### config.mk
export PLATFORM = sky130hd
export DESIGN_NAME = hazard_stall_ctrl
export DESIGN_NICKNAME = d
export VERILOG_FILES = /design/src/rtl/hazard_stall_ctrl.sv
export SDC_FILE = /design/constraint.sdc
export NUM_CORES = 1
export LEC_CHECK = 0
export BUFFER_PORTS_ARGS = -buffer_cell sky130_fd_sc_hd__buf_2
export CAP_MARGIN = 20
export CORE_MARGIN = 2
export CORE_UTILIZATION = 39
export DETAILED_ROUTE_END_ITERATION = 16
export PLACE_DENSITY = 0.75
export SYNTH_ARGS = -nofsm -noshare
export SYNTH_HDL_FRONTEND = slang
export SYNTH_SLANG_ARGS = --single-unit
### constraint.sdc
create_clock -name clk -period 1.57 [get_ports clk]
set_input_delay 0 -clock clk [delete_from_list [all_inputs] [get_ports clk]]
set_output_delay 0 -clock clk [all_outputs]
set_load 0.05 [all_outputs]
### src/rtl/hazard_stall_ctrl.sv
// Hazard/stall controller beside the ID stage of the 5-stage MIPS pipeline:
// load-use interlock, HI/LO unit occupancy tracking and control-transfer squash.
module hazard_stall_ctrl #(
  parameter int unsigned MULT_CYCLES = 32,
  parameter int unsigned DIV_CYCLES  = 32,
  parameter int unsigned BR_BUBBLES  = 1,
  parameter int unsigned JMP_BUBBLES = 3,
  parameter bit          MD_BLOCKING = 1'b1
) (
  input  logic        clk,
  input  logic        rst,
  input  logic [31:0] id_instr,
  input  logic        id_valid,
  input  logic        ex_memread,
  input  logic [4:0]  ex_rt,
  output logic        pc_en,
  output logic        ifid_en,
  output logic        ifid_flush,
  output logic        idex_bubble,
  output logic        md_busy,
  output logic [1:0]  stall_cause
);

  typedef enum logic {IDLE, CTRL} state_e;

  localparam logic [1:0] CAUSE_NONE = 2'd0;
  localparam logic [1:0] CAUSE_LU   = 2'd1;
  localparam logic [1:0] CAUSE_MD   = 2'd2;
  localparam logic [1:0] CAUSE_CTRL = 2'd3;

  state_e     state_q, state_d;
  logic [5:0] md_cnt_q, md_cnt_d;
  logic [3:0] ctrl_cnt_q, ctrl_cnt_d;

  logic [5:0] opcode, funct;
  logic [4:0] rs, rt;
  logic       is_md, is_mult, is_hl, is_br, is_jmp, uses_rt;
  logic       unused_instr_bits;
  logic       busy, lu_hazard, md_hazard, accept;

  assign opcode = id_instr[31:26];
  assign rs     = id_instr[25:21];
  assign rt     = id_instr[20:16];
  assign funct  = id_instr[5:0];
  assign unused_instr_bits = ^id_instr[15:6];

  assign is_md   = (opcode == 6'd0) && (funct inside {6'd24, 6'd25, 6'd26, 6'd27});
  assign is_mult = (funct == 6'd24) || (funct == 6'd25);
  assign is_hl   = (opcode == 6'd0) && ((funct == 6'd16) || (funct == 6'd18));
  assign is_br   = (opcode == 6'd4) || (opcode == 6'd5);
  assign is_jmp  = (opcode == 6'd2) || (opcode == 6'd3);
  assign uses_rt = (opcode == 6'd0) || (opcode == 6'd4) || (opcode == 6'd5) || (opcode == 6'd43);

  assign busy      = (md_cnt_q != 6'd0);
  assign lu_hazard = ex_memread && id_valid && (ex_rt != 5'd0) &&
                     ((ex_rt == rs) || (uses_rt && (ex_rt == rt)));
  assign md_hazard = busy && (MD_BLOCKING || (id_valid && (is_md || is_hl)));
  // Nothing is accepted while squashing; ID only holds a dead fetch then.
  assign accept    = id_valid && !lu_hazard && !md_hazard && (state_q == IDLE);

  always_comb begin
    md_cnt_d   = busy ? md_cnt_q - 6'd1 : 6'd0;
    state_d    = state_q;
    ctrl_cnt_d = ctrl_cnt_q;
    if (accept && is_md) begin
      md_cnt_d = is_mult ? 6'(MULT_CYCLES) : 6'(DIV_CYCLES);
    end
    case (state_q)
      IDLE: begin
        if (accept && is_br && (BR_BUBBLES != 0)) begin
          state_d    = CTRL;
          ctrl_cnt_d = 4'(BR_BUBBLES);
        end else if (accept && is_jmp && (JMP_BUBBLES != 0)) begin
          state_d    = CTRL;
          ctrl_cnt_d = 4'(JMP_BUBBLES);
        end
      end
      CTRL: begin
        ctrl_cnt_d = ctrl_cnt_q - 4'd1;
        if (ctrl_cnt_q == 4'd1) begin
          state_d = IDLE;
        end
      end
      default: state_d = IDLE;
    endcase
  end

  always_ff @(posedge clk) begin
    if (rst) begin
      state_q    <= IDLE;
      md_cnt_q   <= 6'd0;
      ctrl_cnt_q <= 4'd0;
    end else begin
      state_q    <= state_d;
      md_cnt_q   <= md_cnt_d;
      ctrl_cnt_q <= ctrl_cnt_d;
    end
  end

  // Priority: load-use, then HI/LO occupancy, then control squash.
  always_comb begin
    pc_en       = 1'b1;
    ifid_en     = 1'b1;
    ifid_flush  = 1'b0;
    idex_bubble = 1'b0;
    stall_cause = CAUSE_NONE;
    md_busy     = busy && !rst;
    if (!rst) begin
      if (lu_hazard) begin
        pc_en       = 1'b0;
        ifid_en     = 1'b0;
        idex_bubble = 1'b1;
        stall_cause = CAUSE_LU;
      end else if (md_hazard) begin
        pc_en       = 1'b0;
        ifid_en     = 1'b0;
        idex_bubble = 1'b1;
        stall_cause = CAUSE_MD;
      end else if (state_q == CTRL) begin
        ifid_flush  = 1'b1;
        stall_cause = CAUSE_CTRL;
      end
    end
  end

endmodule

# Yosys cells after proc, flatten, opt, wreduce, memory -nomap -nowiden
# Cells that the tools add are included.
# totals
ff_bits	11
# classes
n_addsub	2
eq_ne	13
muxes	23
bitwise_logic	2
reduce_logical	26
# ops
op	n
6-bit by 5-bit equality test with 1-bit output, second input constant	4
1-bit 2-to-1 mux	13
6-bit by 2-bit equality test with 1-bit output, second input constant	2
6-bit by 3-bit equality test with 1-bit output, second input constant	2
1-bit logical AND	12
6-bit 2-to-1 mux	2
5-bit equality test	2
2-bit 2-to-1 mux	4
4-bit 2-to-1 mux	2
4-bit case mux with 2 select lines	1
6-bit equality test, second input constant	1
6-bit zero test	1
1-bit logical OR	6
6-bit nonzero test	1
6-bit by 1-bit subtractor with 6-bit output, second input constant	1
5-bit nonzero test	1
4-bit by 1-bit equality test with 1-bit output, second input constant	1
4-bit nonzero test	1
4-bit by 1-bit subtractor with 4-bit output, second input constant	1
1-bit zero test	3
3-bit by 1-bit inequality test with 1-bit output, second input constant	1
3-bit OR reduction	1
1-bit inverter	2
1-bit case mux with 2 select lines	1

# Logic depth before layout (Yosys ltp)
# logic_depth
depth_word	15
depth_mapped	7
mapped_depth_nobuf	6

# Worst setup path before layout
# OpenSTA, ideal clock, no wires.
# synth_timing
path_kind	register to output
from	reg md_cnt_q[0]
to	out pc_en
arrival_time_ns	2.674
setup_slack_ns	-1.104
stages_incl_launch_ff	8
n_path_buf	1
cell_sequence	dfxtp_1 -> inv_1 -> ha_1 -> or2b_1 -> nor2_2 -> a31oi_1 -> inv_1 -> buf_4
# synth_via
elab_chain_len	4
# synth_lines
item	line_no	text
from (decl)	32	logic [5:0] md_cnt_q, md_cnt_d;
from (signal assigned)	95	md_cnt_q <= md_cnt_d;
6-bit nonzero test	54	assign busy = (md_cnt_q != 6'd0);
1-bit 2-to-1 mux (3 in series)	--	
to (decl)	16	output logic pc_en,
# No other way between the ends.

# Final worst setup path
# layout_timing
from	reg md_cnt_q[1]
to	out stall_cause[0]
# layout_via
elab_chain_len	4
# layout_lines
item	line_no	text
6-bit nonzero test	54	
2-bit 2-to-1 mux	114	end else if (md_hazard) begin
2-bit 2-to-1 mux	109	if (lu_hazard) begin
2-bit 2-to-1 mux	108	if (!rst) begin
to (decl)	21	output logic [1:0] stall_cause
# No other way between the ends.

==> out/metrics.csv <==
stage,metric,value,unit
placement,dp_cells,172,
global_route,grt_first_pass_wirelength,3740,um
sta,report.final.slew_viol_count,0,
sta,max_freq,582,MHz
floorplanning,die_w,50.6,um
cts,cts_htree_levels,1,
setup_path,path_delay_family,simple AND/OR/NAND/NOR gates,
route,vias_per_cell,5.06,
final_layout,stdcell_area,1350,um^2
route,vias,926,
route,route.detailed.drc,0,
setup_path,crit_arrival,1720,ps
final_layout,ff_latch_area,223,um^2
sta,setup_violations,8,
route,dr.first_iter.drc_count,9,
final_layout,layout_commonest_cell,buf_2,
power,pwr-share-clk,9.6,%
global_route,grt_usage,19.5,%
setup_path,critPathCaptureType,primary output,
cts,cts_tree,built,
floorplanning,dieArea,2560,um^2
placement,gp_congestion,0.744,
yosys,yosysTopAreaCellShare,26.0,%
final_layout,stdcell_count,183,
final_layout,multiInputGateArea,666,um^2
yosys,syn_inst,101,
sta,fin_crit_sh,110,%
setup_path,worstSetupPathType,flip-flop to primary output,
yosys,synth-seq-cells,11,
final_layout,num_antenna_cells,0,
route,wl_per_cell,12.7,um
floorplanning,rows,16,
yosys,synthTopCellsByArea,"dfxtp_1 (26%), xor2_1 (11%), nor3_1 (6.5%)",
sta,tightest_slew,427,ps
setup_path,cp_slowest_cell,dfxtp_2,
yosys,synth_edf_count,0,
global_route,use_met1,20.2,%
final_layout,fill_cells,181,
status,violations,setup timing,
sta,worst_slack,-150,ps
floorplanning,die_h,50.6,um
setup_path,cp-start-kind,flip-flop,
worst_hold_path,hold_class,primary input to flip-flop,
yosys,synth_area,848,um^2
cts,cts-hold-fix-buffers,0,
global_route,top_usage_layer,met2,
placement,port_buffers,35,
power,p_leak,0.618,nW
route,ant_nets,0,
setup_path,critPathBufInv,2,
power,p_seq_share,19.6,%
run,max-cap-violations,0,
global_route,grt_pass1_vias,908,
floorplanning,fp.coreArea,2000,um^2
global_route,grtUsageMet3,4.17,%
sta,hold_viol,0,
setup_path,worst_ep_required_time,1570,ps
setup_path,max_stage_delay,330,ps
final_layout,drive_above_1_share,51.9,%
sta,slew_headroom,71.5,%
yosys,synth_area_per_cell,8.40,um^2
yosys,synth_cell_types,35,
yosys,synth_nets,145,
floorplanning,start_util,42.4,%
yosys,seq_area_frac_synth,26.0,%
final_layout,mostFrequentLayoutCells,"buf_2 (29), buf_4 (20), xor2_1 (11)",
sta,finalClockSkew,2.28,ps
power,p_per_area,1520,nW/um^2
placement,hpwl,1680,um
global_route,grt_start_max_net_pins,16,
cts,clk_path_buf_depth,2,
route,wl,2320,um
final_layout,nets,201,
cts,cts_sinks,11,
global_route,grt_use_met2,37.9,%
floorplanning,io_pins,48,
yosys,synthFlopType,dfxtp_1,
cts,root_buffer,clkbuf_4,
power,p_sw_share,44.7,%
cts,cts_inserted_buffers,3,
global_route,grt_overflow_total,0,
sta,min_period,1720,ps
cts,clock_latency,270,ps
yosys,yosys.area.top_type,dfxtp_1,
power,comb_power_share,70.8,%
cts,clk_pin_slew,70,ps
power,ir_drop,1.36,mV
global_route,antenna_found_initial,0,
sta,rsz0062_at_grt,true,
placement,placed_area,1200,um^2
power,internal_power,1.13,mW
final_layout,syn2layout_area_growth,58.6,%
yosys,yosys_warnings,0,
setup_path,path_max_fanout,5,
route,first_pass_iters,4,
power,p_switching,915,uW
setup_path,crit_chain,"inv_2, ha_4, or2b_1, nor2_4, nand2_1, a31oi_2, buf_6",
yosys,synthArstFlopShare,0,%
status,run_status,finished with violations,
-- cells in the mapped netlist (3+ instances only) --
cell type	n
nand2_1	7
nand3_1	3
inv_1	6
xnor2_1	6
dfxtp_1	11
ha_1	3
nor4_1	3
xor2_1	11
nor2_1	7
nor3_1	11
-- worst reg2reg max path: stages (launching register included) --
cell	delay, ps
dfxtp_2	330
inv_2	60
ha_4	130
or2b_1	270
nor2_4	190
nand3_4	140
buf_4	160
o211a_1	210
-- registers in the layout, indices dropped and copies added (netlist names) --
| name | count |
|---|---|
| md_cnt_q | 6 |
| state_q | 1 |
| ctrl_cnt_q | 4 |
-- power by group through the flow --
stage | registers [mW] | clock network (mW) | logic, mW
finish | 0.400 | 0.197 | 1.45
global route | 0.407 | 0.227 | 1.55
CTS | 0.399 | 0.203 | 1.24
detailed placement | 0.402 | 0 | 1.09
global placement | 0.401 | 0 | 1.07
floorplan | 0.401 | 0 | 0.795
-- routing by layer --
layer  vias to the layer above  routed length, um
met5                         -                  0
met4                         0                 46
met3                         6                109
met2                        32               1200
met1                       418                961
li1                        470                  -
-- path summary, 6_finish.rpt --
check	startpoint	end	slack, ps	cells after the start
max reg2reg	md_cnt_q[1]	ctrl_cnt_q[2]	-10	7
min reg2reg	md_cnt_q[0]	md_cnt_q[0]	530	2
max	md_cnt_q[1]	stall_cause[0]	-150	7
min	id_instr[5]	md_cnt_q[5]	40	4
-- per-stage QoR --
stage          utilization [%]  power, mW  hold slack (ps)  worst slack, ps  setup TNS [ps]
2_1_floorplan                -       1.20             62.6             -388            -659
3_3_place_gp              59.8       1.47              331            -95.0            -445
3_5_place_dp              59.8       1.49              338             -158            -856
4_1_cts                   64.6       1.84             38.7             -109            -564
5_1_grt                   67.2       2.18             59.7             -242           -1510
6_report                  67.2       2.05             41.8             -150            -668
-- cell type report --
class | instances | share of cell area (%)
sequential | 11 | 16.6
tap | 27 | 2.51
multi-input combinational | 80 | 49.5
inverter | 6 | 1.95
clock buffer | 4 | 1.95
timing repair buffer | 55 | 27.5
-- repair_timing --
| action | 4_1_cts | 5_1_grt |
|---|---|---|
| pin swaps | 2 | 3 |
| gates resized for setup | 16 | 3 |
| setup endpoints to repair | 9 | 10 |
| setup buffers | 2 | 5 |
| cloned | 0 | 0 |
| hold endpoints to repair | 0 | 0 |
-- logic make-up (layout without fill, tap and decap cells) --
group                    after synthesis  in the layout  share of synthesized area, %
AO/OA/AOI/OAI                         12             12                          12.7
XOR/XNOR                              17             17                          17.6
adder cells (fa/ha/maj)                3              3                          4.43
buffers and inverters                 10             65                          5.75
flip-flops                            11             11                          26.0
multiplexers                           2              2                          2.36
AND/OR/NAND/NOR                       46             46                          31.3
(Power assumes the default switching activity.)
